==> config.mk <==
export PLATFORM = sky130hd
export DESIGN_NAME = hazard_monitor
export DESIGN_NICKNAME = d
export VERILOG_FILES = /design/src/rtl/level_pkg.sv /design/src/rtl/hazard_decode.sv /design/src/rtl/hazard_monitor.sv
export SDC_FILE = /design/constraint.sdc
export NUM_CORES = 1
export LEC_CHECK = 0
export ABC_AREA = 0
export ABC_CLOCK_PERIOD_IN_PS = 3100
export CORE_MARGIN = 1.5
export CORE_UTILIZATION = 55
export CTS_BUF_LIST = sky130_fd_sc_hd__clkbuf_8
export CTS_CLUSTER_SIZE = 20
export DETAILED_ROUTE_END_ITERATION = 7
export GPL_ROUTABILITY_DRIVEN = 0
export PLACE_DENSITY = 0.89
export SYNTH_ARGS = -nofsm -noshare
export SYNTH_HDL_FRONTEND = slang
export SYNTH_SLANG_ARGS = --single-unit
==> constraint.sdc <==
create_clock -name clk -period 3.1 [get_ports clk]
set_input_delay 0.31 -clock clk [delete_from_list [all_inputs] [get_ports clk]]
set_output_delay 0.31 -clock clk [all_outputs]
set_load 0.02 [all_outputs]
==> src/rtl/level_pkg.sv <==
// Shared level-1 definitions: hazard monitor FSM states and the geometry/timing
// defaults that the renderer and the level state machine also use.
package level_pkg;

  typedef enum logic [1:0] {
    ALIVE   = 2'd0,
    CONFIRM = 2'd1,
    DYING   = 2'd2,
    REQUEST = 2'd3
  } hazard_state_t;

  localparam int unsigned PIT1_X_MIN_DEF       = 32'd200;
  localparam int unsigned PIT1_X_MAX_DEF       = 32'd239;
  localparam int unsigned PIT2_X_MIN_DEF       = 32'd360;
  localparam int unsigned PIT2_X_MAX_DEF       = 32'd399;
  localparam int unsigned SPIKE_X_MIN_DEF      = 32'd480;
  localparam int unsigned SPIKE_X_MAX_DEF      = 32'd543;
  localparam int unsigned FLOOR_Y_DEF          = 32'd400;
  localparam int unsigned PIT_LETHAL_FRAME_DEF = 32'd3;

endpackage

==> src/rtl/hazard_decode.sv <==
// Combinational hazard detector: which hazards are live for the current level
// phase, and whether the player is standing inside one of them.
module hazard_decode
  import level_pkg::*;
#(
  parameter int unsigned PIT1_X_MIN       = PIT1_X_MIN_DEF,
  parameter int unsigned PIT1_X_MAX       = PIT1_X_MAX_DEF,
  parameter int unsigned PIT2_X_MIN       = PIT2_X_MIN_DEF,
  parameter int unsigned PIT2_X_MAX       = PIT2_X_MAX_DEF,
  parameter int unsigned SPIKE_X_MIN      = SPIKE_X_MIN_DEF,
  parameter int unsigned SPIKE_X_MAX      = SPIKE_X_MAX_DEF,
  parameter int unsigned FLOOR_Y          = FLOOR_Y_DEF,
  parameter int unsigned PIT_LETHAL_FRAME = PIT_LETHAL_FRAME_DEF
) (
  input  logic [9:0] x_pos,
  input  logic [9:0] y_pos,
  input  logic       pit_opening_1,
  input  logic       pit_opened_1,
  input  logic       pit_opening_2,
  input  logic       pit_opened_2,
  input  logic       spikes,
  input  logic       spikes_opened,
  input  logic [6:0] animation_frame_num,
  output logic       hazard
);

  localparam logic [9:0] P1_MIN = 10'(PIT1_X_MIN);
  localparam logic [9:0] P1_MAX = 10'(PIT1_X_MAX);
  localparam logic [9:0] P2_MIN = 10'(PIT2_X_MIN);
  localparam logic [9:0] P2_MAX = 10'(PIT2_X_MAX);
  localparam logic [9:0] SP_MIN = 10'(SPIKE_X_MIN);
  localparam logic [9:0] SP_MAX = 10'(SPIKE_X_MAX);
  localparam logic [9:0] FLOOR  = 10'(FLOOR_Y);
  localparam logic [6:0] LETHAL = 7'(PIT_LETHAL_FRAME);

  logic floor_s;
  logic lethal_frame_s;
  logic pit1_live_s;
  logic pit2_live_s;
  logic spike_live_s;
  logic in_pit1_s;
  logic in_pit2_s;
  logic in_spike_s;

  assign floor_s        = (y_pos >= FLOOR);
  assign lethal_frame_s = (animation_frame_num >= LETHAL);

  // A pit stays live through every later phase of the level, not just its own.
  assign pit1_live_s  = pit_opened_1 | pit_opening_2 | pit_opened_2 | spikes | spikes_opened
                      | (pit_opening_1 & lethal_frame_s);
  assign pit2_live_s  = pit_opened_2 | spikes | spikes_opened
                      | (pit_opening_2 & lethal_frame_s);
  assign spike_live_s = spikes_opened;

  assign in_pit1_s  = (x_pos >= P1_MIN) && (x_pos <= P1_MAX);
  assign in_pit2_s  = (x_pos >= P2_MIN) && (x_pos <= P2_MAX);
  assign in_spike_s = (x_pos >= SP_MIN) && (x_pos <= SP_MAX);

  assign hazard = floor_s & ((pit1_live_s & in_pit1_s)
                           | (pit2_live_s & in_pit2_s)
                           | (spike_live_s & in_spike_s));

endmodule

==> src/rtl/hazard_monitor.sv <==
// Level-1 death sequencer: debounces the hazard over frame ticks, plays the dying
// animation, then holds a death request until the level re-enters its begin state.
module hazard_monitor
  import level_pkg::*;
#(
  parameter int unsigned PIT1_X_MIN       = PIT1_X_MIN_DEF,
  parameter int unsigned PIT1_X_MAX       = PIT1_X_MAX_DEF,
  parameter int unsigned PIT2_X_MIN       = PIT2_X_MIN_DEF,
  parameter int unsigned PIT2_X_MAX       = PIT2_X_MAX_DEF,
  parameter int unsigned SPIKE_X_MIN      = SPIKE_X_MIN_DEF,
  parameter int unsigned SPIKE_X_MAX      = SPIKE_X_MAX_DEF,
  parameter int unsigned FLOOR_Y          = FLOOR_Y_DEF,
  parameter int unsigned PIT_LETHAL_FRAME = PIT_LETHAL_FRAME_DEF,
  parameter int unsigned CONFIRM_TICKS    = 32'd2,
  parameter int unsigned DYING_TICKS      = 32'd32
) (
  input  logic       clk,
  input  logic       reset,
  input  logic       tick,
  input  logic [9:0] x_pos,
  input  logic [9:0] y_pos,
  input  logic       level_1_begin,
  input  logic       init_1,
  input  logic       pit_opening_1,
  input  logic       pit_opened_1,
  input  logic       pit_opening_2,
  input  logic       pit_opened_2,
  input  logic       spikes,
  input  logic       spikes_opened,
  input  logic [6:0] animation_frame_num,
  output logic       death,
  output logic       dying,
  output logic [2:0] death_frame,
  output logic [7:0] death_count
);

  localparam logic [7:0]  CONF_TICKS = 8'(CONFIRM_TICKS);
  localparam logic [15:0] DYING_LAST = 16'(DYING_TICKS - 32'd1);

  hazard_state_t state_r, state_s;
  logic [7:0]    confirm_r, confirm_s;
  logic [15:0]   dtick_r, dtick_s;
  logic [7:0]    count_r, count_s;
  logic          dying_r, death_r;
  logic [2:0]    frame_r;
  logic          hazard_s;
  logic          unused_init_s;

  // init_1 carries no hazard of its own in level 1.
  assign unused_init_s = init_1;

  hazard_decode #(
    .PIT1_X_MIN      (PIT1_X_MIN),
    .PIT1_X_MAX      (PIT1_X_MAX),
    .PIT2_X_MIN      (PIT2_X_MIN),
    .PIT2_X_MAX      (PIT2_X_MAX),
    .SPIKE_X_MIN     (SPIKE_X_MIN),
    .SPIKE_X_MAX     (SPIKE_X_MAX),
    .FLOOR_Y         (FLOOR_Y),
    .PIT_LETHAL_FRAME(PIT_LETHAL_FRAME)
  ) u_decode (
    .x_pos              (x_pos),
    .y_pos              (y_pos),
    .pit_opening_1      (pit_opening_1),
    .pit_opened_1       (pit_opened_1),
    .pit_opening_2      (pit_opening_2),
    .pit_opened_2       (pit_opened_2),
    .spikes             (spikes),
    .spikes_opened      (spikes_opened),
    .animation_frame_num(animation_frame_num),
    .hazard             (hazard_s)
  );

  // Next-state and counter update logic.
  always_comb begin
    state_s   = state_r;
    confirm_s = confirm_r;
    dtick_s   = dtick_r;
    count_s   = count_r;
    case (state_r)
      ALIVE: begin
        if (tick && hazard_s) begin
          if (CONF_TICKS <= 8'd1) begin
            state_s   = DYING;
            confirm_s = 8'd0;
            dtick_s   = 16'd0;
          end else begin
            state_s   = CONFIRM;
            confirm_s = 8'd1;
          end
        end else begin
          confirm_s = 8'd0;
        end
      end
      CONFIRM: begin
        if (tick && hazard_s) begin
          if ((confirm_r + 8'd1) >= CONF_TICKS) begin
            state_s   = DYING;
            confirm_s = 8'd0;
            dtick_s   = 16'd0;
          end else begin
            confirm_s = confirm_r + 8'd1;
          end
        end else if (tick) begin
          state_s   = ALIVE;
          confirm_s = 8'd0;
        end else begin
          state_s = CONFIRM;
        end
      end
      DYING: begin
        if (tick) begin
          if (dtick_r >= DYING_LAST) begin
            state_s = REQUEST;
            dtick_s = 16'd0;
            if (count_r != 8'd255) begin
              count_s = count_r + 8'd1;
            end else begin
              count_s = count_r;
            end
          end else begin
            dtick_s = dtick_r + 16'd1;
          end
        end else begin
          dtick_s = dtick_r;
        end
      end
      REQUEST: begin
        if (level_1_begin) begin
          state_s = ALIVE;
        end else begin
          state_s = REQUEST;
        end
      end
      default: begin
        state_s   = ALIVE;
        confirm_s = 8'd0;
        dtick_s   = 16'd0;
      end
    endcase
  end

  // State, counters and outputs; outputs are decoded from the next state so they
  // change on the same edge as the state.
  always_ff @(posedge clk) begin
    if (!reset) begin
      state_r   <= ALIVE;
      confirm_r <= 8'd0;
      dtick_r   <= 16'd0;
      count_r   <= 8'd0;
      dying_r   <= 1'b0;
      death_r   <= 1'b0;
      frame_r   <= 3'd0;
    end else begin
      state_r   <= state_s;
      confirm_r <= confirm_s;
      dtick_r   <= dtick_s;
      count_r   <= count_s;
      dying_r   <= (state_s == DYING);
      death_r   <= (state_s == REQUEST);
      frame_r   <= (state_s == DYING) ? dtick_s[4:2] : 3'd0;
    end
  end

  assign death       = death_r;
  assign dying       = dying_r;
  assign death_frame = frame_r;
  assign death_count = count_r;

endmodule

==> impl_metrics.json, run 1 <==
{
  "synth_cells": 238,
  "die_width_um": 63.8,
  "vias": 1862,
  "htreeDepth": 2,
  "rsz0062_at_grt": "no",
  "holdCritStartpoint": "dtick_r[11]$_SDFFE_PN0P_",
  "synth_top_family_by_area": "simple AND/OR/NAND/NOR gates",
  "r2r-start": "dtick_r[5]$_SDFFE_PN0P_",
  "synth_xor_area_frac": 0.0302,
  "worst-path-buf-inv": 1,
  "clkSinkCount": 39,
  "cts_buffer_depth": 2,
  "holdPathStages": 2,
  "layout_common_cells": "clkdlybuf4s50_1 (42), dfxtp_1 (39), nor2_1 (29)",
  "nNetsFinal": 329,
  "drt_iter0_drc": 106,
  "antenna_found_initial": 0,
  "crit_path_cell_trace": "clkdlybuf4s50_1 -> or4b_1 -> o22ai_2 -> nand3_2 -> o211ai_4 -> a31oi_4 -> or4b_1 -> a21oi_1",
  "clk_pin_slew_worst_paths_ps": 70,
  "grt_pass1_wl_um": 7290,
  "avgRoutedWirePerCell_um": 12.9,
  "layout_setup_ws_ps": 664,
  "setup.worst_path.end_class": "register",
  "worstPathArrival_ps": 2660,
  "die_h_um": 63.8,
  "nFillCells": 269,
  "grt_pass1_vias": 1728,
  "drv_slew": 0,
  "yosys_warnings": 0,
  "ant_nets": 0,
  "fmax_mhz": 411,
  "layout-drive-gt1-share": 0.0704,
  "maxSlewHeadroom": 0.554,
  "areaGrowthSynthToFinish_pct": 27.5,
  "seq_area_um2": 781,
  "syn-num-nets": 284,
  "fin_setup_tns_ps": 0,
  "worst_pin_slew_ps": 669,
  "ctsHoldBuffers": 0,
  "synth.area.mux_share": 0.00986,
  "ys_seq_area_frac": 0.384,
  "fp-row-count": 21,
  "gr-usage-all-layers": 0.226,
  "power_mw": 1.20,
  "r2r_slack_ps": 690,
  "critPathKind": "primary input to register",
  "required_ps": 3330,
  "ys.flop_type": "dfxtp_1",
  "multi_input_area_um2": 1150,
  "ir_drop_mv": 0.413,
  "insertion_delay_ps": 290,
  "setup_violations": 0,
  "ys_seq_elements": 39,
  "totalWireLength_um": 4240,
  "maxCapViolCount": 0,
  "dr.pass1.iters": 4,
  "synthArstFlopShare": 0,
  "reg2reg_to": "state_r[0]$_SDFF_PN0_",
  "syn_avg_cell_area_um2": 8.53,
  "pre_cts_ws_ps": 366,
  "crit_top_cell": "or4b_1",
  "fin_util": 0.752,
  "run_status": "completed",
  "final_area_um2": 2590,
  "cts_made_buffers": 5,
  "power_switching_uw": 352,
  "hold_violations": 0,
  "port_buffers": 42,
  "finClkSkew_ps": 7.18,
  "root_buffer": "clkbuf_8",
  "cts_setup_buffers": 0,
  "cts_resized": 0,
  "synthAdderAreaFrac": 0.0493,
  "start_util": 0.590,
  "p_leak_nw": 0.969,
  "cp_slowest_cell": "or4b_1",
  "whs_endpoint": "dtick_r[11]$_SDFFE_PN0P_",
  "synth_compound_area_frac": 0.186,
  "core-area_um2": 3440,
  "hpwl_um": 3150,
  "via_per_inst": 5.64,
  "cp-start-kind": "primary input",
  "switching_share": 0.294,
  "period_needed_ps": 2440,
  "diodes": 0,
  "hp-class": "register to register",
  "synth_edf_count": 0,
  "crit_family": "simple AND/OR/NAND/NOR gates",
  "final_common_cell": "clkdlybuf4s50_1",
  "synthDistinctLibCells": 52,
  "syn-cell-area_um2": 2030,
  "ff2ff_path_depth": 7,
  "fin_crit_sh": 0.786,
  "p_clk_frac": 0.307,
  "grt_remaining_overflow": 0,
  "grt_start_max_net_pins": 16,
  "dieArea_um2": 4070,
  "path_max_fanout": 12,
  "cts_tree": "done",
  "num_io_pins": 51,
  "synthSimpleGateAreaFrac": 0.293,
  "postPlaceCellArea_um2": 2490,
  "drc_errors": 0,
  "power_frac_comb": 0.251,
  "seq_power_share": 0.442,
  "crit_path_max_incr_delay_ps": 550,
  "internal-power_uw": 845,
  "p_per_area_nw_per_um2": 462
}
-- power by group through the flow --
stage	sequential [mW]	clock [mW]	combinational [mW]
6_report	0.529	0.368	0.300
5_1_grt	0.531	0.393	0.329
4_1_cts	0.529	0.372	0.298
3_5_place_dp	0.541	0	0.295
3_3_place_gp	0.540	0	0.286
2_1_floorplan	0.549	0	0.190
-- state kept, by name, summed over array words and instances, names as in the netlist --
name and count:
dying 1, state_r 2, death 1, death_frame 3, death_count 8, dtick_r 16, confirm_r 8
-- metrics by stage --
stage / hold slack (ps) / std cells
2_1_floorplan: 421 / 238
3_3_place_gp: 437 / 322
3_5_place_dp: 440 / 322
4_1_cts: 451 / 330
5_1_grt: 475 / 330
6_report: 451 / 330
-- worst min-delay path, cell delays in order, from the launching register on --
cell,delay (ps)
dfxtp_1,330
inv_1,50
nor2_1,30
-- metal layers --
metal | track usage | routed length, um | vias to the layer above
li1 | - | - | 938
met1 | 0.274 | 1920 | 858
met2 | 0.382 | 2000 | 60
met3 | 0.0563 | 245 | 6
met4 | 0.0924 | 68 | 0
met5 | 0 | 0 | -
-- cells by family after synthesis --
group	Yosys count
flops	39
fa+ha+maj	8
mux	2
compound gates	45
simple gates	114
xor+xnor	7
buf+inv	23
-- layout make-up --
type                            instances  area share
Timing Repair Buffer                   43       0.165
Clock buffer                            7      0.0372
Tap cell                               46      0.0222
Inverter                               18      0.0261
Sequential cell                        39       0.302
Multi-Input combinational cell        176       0.446
Clock inverter                          1     0.00145
-- cell usage after synthesis, types with 6 or more instances --
cell type	instances	area, um^2
dfxtp_1	39	781
nor2_1	29	109
nand2_1	21	78.8
inv_1	18	67.6
a21oi_1	11	55.1
nor3_1	9	45.0
and2_1	8	50.1
ha_1	8	100
nand3_1	8	40.0
and3_1	6	37.5
or3_1	6	37.5
xor2_1	6	52.6
-- worst max path at each step --
stage,depth (start not counted),endpoint,from
4_1_cts,8,death_frame[2]$_SDFF_PN0_,pit_opened_2
2_1_floorplan,7,death_frame[0]$_SDFF_PN0_,pit_opened_2
6_report,8,dtick_r[15]$_SDFFE_PN0P_,x_pos[5]
5_1_grt,8,dtick_r[15]$_SDFFE_PN0P_,x_pos[7]
3_3_place_gp,8,dtick_r[15]$_SDFFE_PN0P_,x_pos[7]
3_5_place_dp,8,dtick_r[15]$_SDFFE_PN0P_,x_pos[5]
(Power assumes the default switching activity.)
==> run 2: changes to the inputs <==
Settings changed: ABC_CLOCK_PERIOD_IN_PS 3100 to 2400, CORE_UTILIZATION 55 to 51, PLACE_DENSITY 0.89 to 0.84.
Clock period 3.1 ns to 2.4 ns, I/O delays scaled along.
==> run 2 against run 1 <==
  * Non-clock buffer count increased by 17
  * Critical endpoint unchanged
  * Clock power increased by 50%
  * Register-to-register slack got worse by 520 ps
  * Combinational power increased by 53%
  * Largest cell class unchanged
  * Sequential share of layout area decreased by 1.9 points
  * Cell area increased by 6.9%
  * First-iteration DRC count increased by 13%
==> impl_metrics.json, run 2 (synthesis gave the netlist of run 1 again) <==
{
  "ir_drop_mv": 0.659,
  "clk_pin_slew_worst_paths_ps": 80,
  "layout_common_cells": "clkdlybuf4s50_1 (42), dfxtp_1 (39), nor2_1 (29)",
  "reg2reg_to": "state_r[0]$_SDFF_PN0_",
  "worst_pin_slew_ps": 468,
  "drt_iter0_drc": 120,
  "antenna_found_initial": 0,
  "ff2ff_path_depth": 9,
  "maxSlewHeadroom": 0.687,
  "required_ps": 2640,
  "hold_slack_ps": 454,
  "r2r-start": "dtick_r[0]$_SDFFE_PN0P_",
  "use_met2": 0.369,
  "hold_violations": 0,
  "final_area_um2": 2770,
  "switching_share": 0.294,
  "grt_pass1_vias": 1797,
  "fmax_mhz": 434,
  "cts_buffer_depth": 2,
  "cts_made_buffers": 5,
  "hp-class": "register to register",
  "fin_util": 0.739,
  "grt_busiest_layer": "met2",
  "start_util": 0.542,
  "period_needed_ps": 2300,
  "crit_path_max_incr_delay_ps": 560,
  "r2r_slack_ps": 170,
  "fin_crit_sh": 0.960,
  "totalWireLength_um": 4630,
  "p_leak_nw": 1.07,
  "dieArea_um2": 4370,
  "p_clk_frac": 0.325,
  "p_per_area_nw_per_um2": 613,
  "ant_nets": 0,
  "run_status": "completed",
  "finClkSkew_ps": 12.6,
  "setup_violations": 0,
  "whs_endpoint": "dtick_r[11]$_SDFFE_PN0P_",
  "grt_start_max_net_pins": 16,
  "power_frac_comb": 0.271,
  "via_per_inst": 5.47,
  "holdCritStartpoint": "dtick_r[11]$_SDFFE_PN0P_",
  "core-area_um2": 3740,
  "postPlaceCellArea_um2": 2610,
  "crit_top_cell": "or4b_1",
  "fp-row-count": 22,
  "num_io_pins": 51,
  "cp_slowest_cell": "or4b_1",
  "rsz0062_at_grt": "no",
  "largest_reg_flops": 16,
  "cp-start-kind": "primary input",
  "fin_setup_tns_ps": 0,
  "power_switching_uw": 499,
  "clkSinkCount": 39,
  "die_width_um": 66.1,
  "internal-power_mw": 1.20,
  "insertion_delay_ps": 310,
  "cts_tree": "done",
  "top_register": "dtick_r",
  "grt_remaining_overflow": 0,
  "hpwl_um": 3450,
  "maxCapViolCount": 0,
  "setup.worst_path.end_class": "register",
  "dr.pass1.iters": 5,
  "port_buffers": 42,
  "grt_pass1_wl_um": 7730,
  "critPathKind": "primary input to register",
  "vias": 1908,
  "layout-drive-gt1-share": 0.136,
  "worstPathArrival_ps": 2540,
  "seq_power_share": 0.404,
  "root_buffer": "clkbuf_8",
  "ctsHoldBuffers": 0,
  "holdPathStages": 2,
  "final_common_cell": "clkdlybuf4s50_1",
  "power_mw": 1.70,
  "die_h_um": 66.1,
  "htreeDepth": 2,
  "gr-usage-all-layers": 0.228,
  "areaGrowthSynthToFinish_pct": 36.2,
  "path_max_fanout": 11,
  "drv_slew": 0,
  "avgRoutedWirePerCell_um": 13.3,
  "grt_util_met3": 0.0733,
  "grtUsageMet1": 0.283,
  "nNetsFinal": 346,
  "diodes": 0,
  "crit_path_cell_trace": "clkdlybuf4s50_1 -> or4b_1 -> o22ai_2 -> nand3_2 -> o211ai_4 -> a31oi_4 -> or4b_1 -> a21oi_1",
  "drc_errors": 0
}
[run 2: metrics by stage]
step	setup slack, ps	std cells
6_report	97.1	349
5_1_grt	3.45	349
4_1_cts	65.6	348
3_5_place_dp	-228	340
3_3_place_gp	-187	340
2_1_floorplan	341	238
[run 2: how the worst max path moves through the flow]
stage                            start                        end  depth (start not counted)
after global routing          x_pos[5]   dtick_r[13]$_SDFFE_PN0P_                          9
final                         x_pos[5]   dtick_r[15]$_SDFFE_PN0P_                          8
after global placement    pit_opened_2  death_frame[1]$_SDFF_PN0_                         10
after CTS                     x_pos[7]  death_frame[1]$_SDFF_PN0_                          9
after detailed placement      x_pos[7]   dtick_r[15]$_SDFFE_PN0P_                          8
after floorplan           pit_opened_2  death_frame[0]$_SDFF_PN0_                          7
[run 2: per-layer routing]
metal / up-vias / routed length, um
li1: 970 / -
met1: 893 / 2090
met2: 35 / 2270
met3: 10 / 186
met4: 0 / 77
met5: - / 0
[run 2: critical path: cells and delay by family]
family	cells	cell delay, ps
and+or+nand+nor	3	1230
AOI/OAI and AO/OA	4	600
buffers and inverters	1	470
[run 2: power groups by stage]
stage | Clock, mW | Combinational (mW) | Sequential [mW]
after floorplan | 0 | 0.245 | 0.709
after global placement | 0 | 0.422 | 0.699
after detailed placement | 0 | 0.432 | 0.700
after CTS | 0.553 | 0.436 | 0.685
after global routing | 0.591 | 0.507 | 0.687
final | 0.551 | 0.460 | 0.684
[run 2: timing repair]
item	CTS	global route
setup endpoints to repair	0	11
setup buffers	0	1
gates resized for setup	0	6
[run 2: cell type report]
class                   instances  area, um^2
clock buffers                   5        68.8
clock inverters                 3        43.8
fillers                       267         977
inverters                      18        67.6
multi-input cells             176        1190
flip-flops and latches         39         781
well taps                      48        60.1
repair buffers                 60         559
==> run 3: changes to the inputs <==
Settings changed: ABC_CLOCK_PERIOD_IN_PS 2400 to 2800, CORE_UTILIZATION 51 to 55, CTS_CLUSTER_DIAMETER from default to 120, PLACE_DENSITY 0.84 to 0.89.
Clock period 2.4 ns to 2.8 ns, I/O delays scaled along.
==> run 3 against run 2 <==
  * Global-route usage up 0.22 points
  * Worst hold slack worse by 7.2 ps
  * Core utilization is 1.1 points higher
  * Final cell count down 5.2%
  * Clock skew down 6.6 ps
  * Non-clock buffer count shrank 16
  * Die area is 6.9% lower
  * Sequential power is 14% lower
  * Critical path type is now register to register
  * Largest power group unchanged
==> impl_metrics.json, run 3 (synthesis gave the netlist of run 1 again) <==
{
  "run_status": "completed",
  "period_needed_ps": 2420,
  "worst_pin_slew_ps": 672,
  "avgRoutedWirePerCell_um": 13.1,
  "setup_violations": 0,
  "grt_pass1_wl_um": 7370,
  "finClkSkew_ps": 5.95,
  "grt_remaining_overflow": 0,
  "critPathKind": "register to register",
  "nNetsFinal": 330,
  "core-area_um2": 3440,
  "fin_util": 0.750,
  "clk_pin_slew_worst_paths_ps": 80,
  "ir_drop_mv": 0.472,
  "fin_crit_sh": 0.866,
  "antenna_found_initial": 0,
  "cts_setup_buffers": 0,
  "p_leak_nw": 0.964,
  "diodes": 0,
  "fin_setup_tns_ps": 0,
  "setup.worst_path.end_class": "register",
  "hp-class": "register to register",
  "top_register": "dtick_r",
  "clkSinkCount": 39,
  "ant_nets": 0,
  "cts_made_buffers": 5,
  "final_common_cell": "clkdlybuf4s50_1",
  "dieArea_um2": 4070,
  "maxSlewHeadroom": 0.552,
  "htreeDepth": 2,
  "path_max_fanout": 6,
  "via_per_inst": 5.64,
  "cp-start-kind": "register",
  "hpwl_um": 3240,
  "final_area_um2": 2580,
  "maxCapViolCount": 0,
  "drv_slew": 0,
  "fp-row-count": 21,
  "p_per_area_nw_per_um2": 499,
  "grt_start_max_net_pins": 16,
  "nFillCells": 265,
  "totalWireLength_um": 4340,
  "start_util": 0.590,
  "areaGrowthSynthToFinish_pct": 27.1,
  "ctsHoldBuffers": 0,
  "num_io_pins": 51,
  "layout_common_cells": "clkdlybuf4s50_1 (42), dfxtp_1 (39), nor2_1 (29)",
  "die_h_um": 63.8,
  "rsz0062_at_grt": "no",
  "die_width_um": 63.8,
  "fmax_mhz": 413,
  "root_buffer": "clkbuf_8",
  "dr.pass1.iters": 4,
  "port_buffers": 42,
  "insertion_delay_ps": 290,
  "worstPathArrival_ps": 2610,
  "gr-usage-all-layers": 0.230,
  "drc_errors": 0,
  "postPlaceCellArea_um2": 2500,
  "drt_iter0_drc": 75,
  "cts_tree": "done",
  "largest_reg_flops": 16,
  "required_ps": 2980,
  "hold_violations": 0,
  "grt_pass1_vias": 1720,
  "vias": 1867,
  "cts_buffer_depth": 2,
  "cts_resized": 0,
  "layout-drive-gt1-share": 0.0737,
  "hold_slack_ps": 447
}
[run 3: path summary, 6_finish.rpt]
check	cells past startpoint	endpoint	slack [ps]	start
max	8	state_r[0]$_SDFF_PN0_	380	dtick_r[0]$_SDFFE_PN0P_
min	2	dtick_r[11]$_SDFFE_PN0P_	450	dtick_r[11]$_SDFFE_PN0P_
min reg2reg	2	dtick_r[11]$_SDFFE_PN0P_	450	dtick_r[11]$_SDFFE_PN0P_
max reg2reg	8	state_r[0]$_SDFF_PN0_	380	dtick_r[0]$_SDFFE_PN0P_
[run 3: layer usage]
metal  track usage  wire length [um]  vias to the layer above
met5             0                 0                        -
met4         0.103                73                        0
met3        0.0493               235                        6
met2         0.384              2070                       69
met1         0.284              1960                      845
li1              -                 -                      947
[run 3: critical path, cell delays in order (launching register included)]
cell       delay (ps)
dfxtp_1           340
ha_1              250
nand2_1           140
o2111ai_1         260
a21o_1            270
a2111oi_2         410
a21boi_0          270
o22ai_1           190
and2_1            210
[run 3: cell type report]
type | count | area [um^2] | share of cell area
Clock buffer | 5 | 68.8 | 0.0267
Multi-Input combinational cell | 176 | 1150 | 0.447
Clock inverter | 3 | 16.3 | 0.00630
Timing Repair Buffer | 44 | 435 | 0.169
Tap cell | 46 | 57.6 | 0.0223
Inverter | 18 | 67.6 | 0.0262
Sequential cell | 39 | 781 | 0.302
[run 3: power by group]
part           switching [mW]  internal, mW
Clock                   0.193         0.170
Sequential             0.0135         0.573
Combinational           0.196         0.142
Total                   0.402         0.885
[run 3: per-stage QoR]
step                      power [mW]  cells  setup WS [ps]
after floorplan                0.818    238            701
after global placement         0.915    323            124
after detailed placement       0.926    323            105
after CTS                       1.29    331            389
after global routing            1.35    331           78.4
final                           1.29    331            376
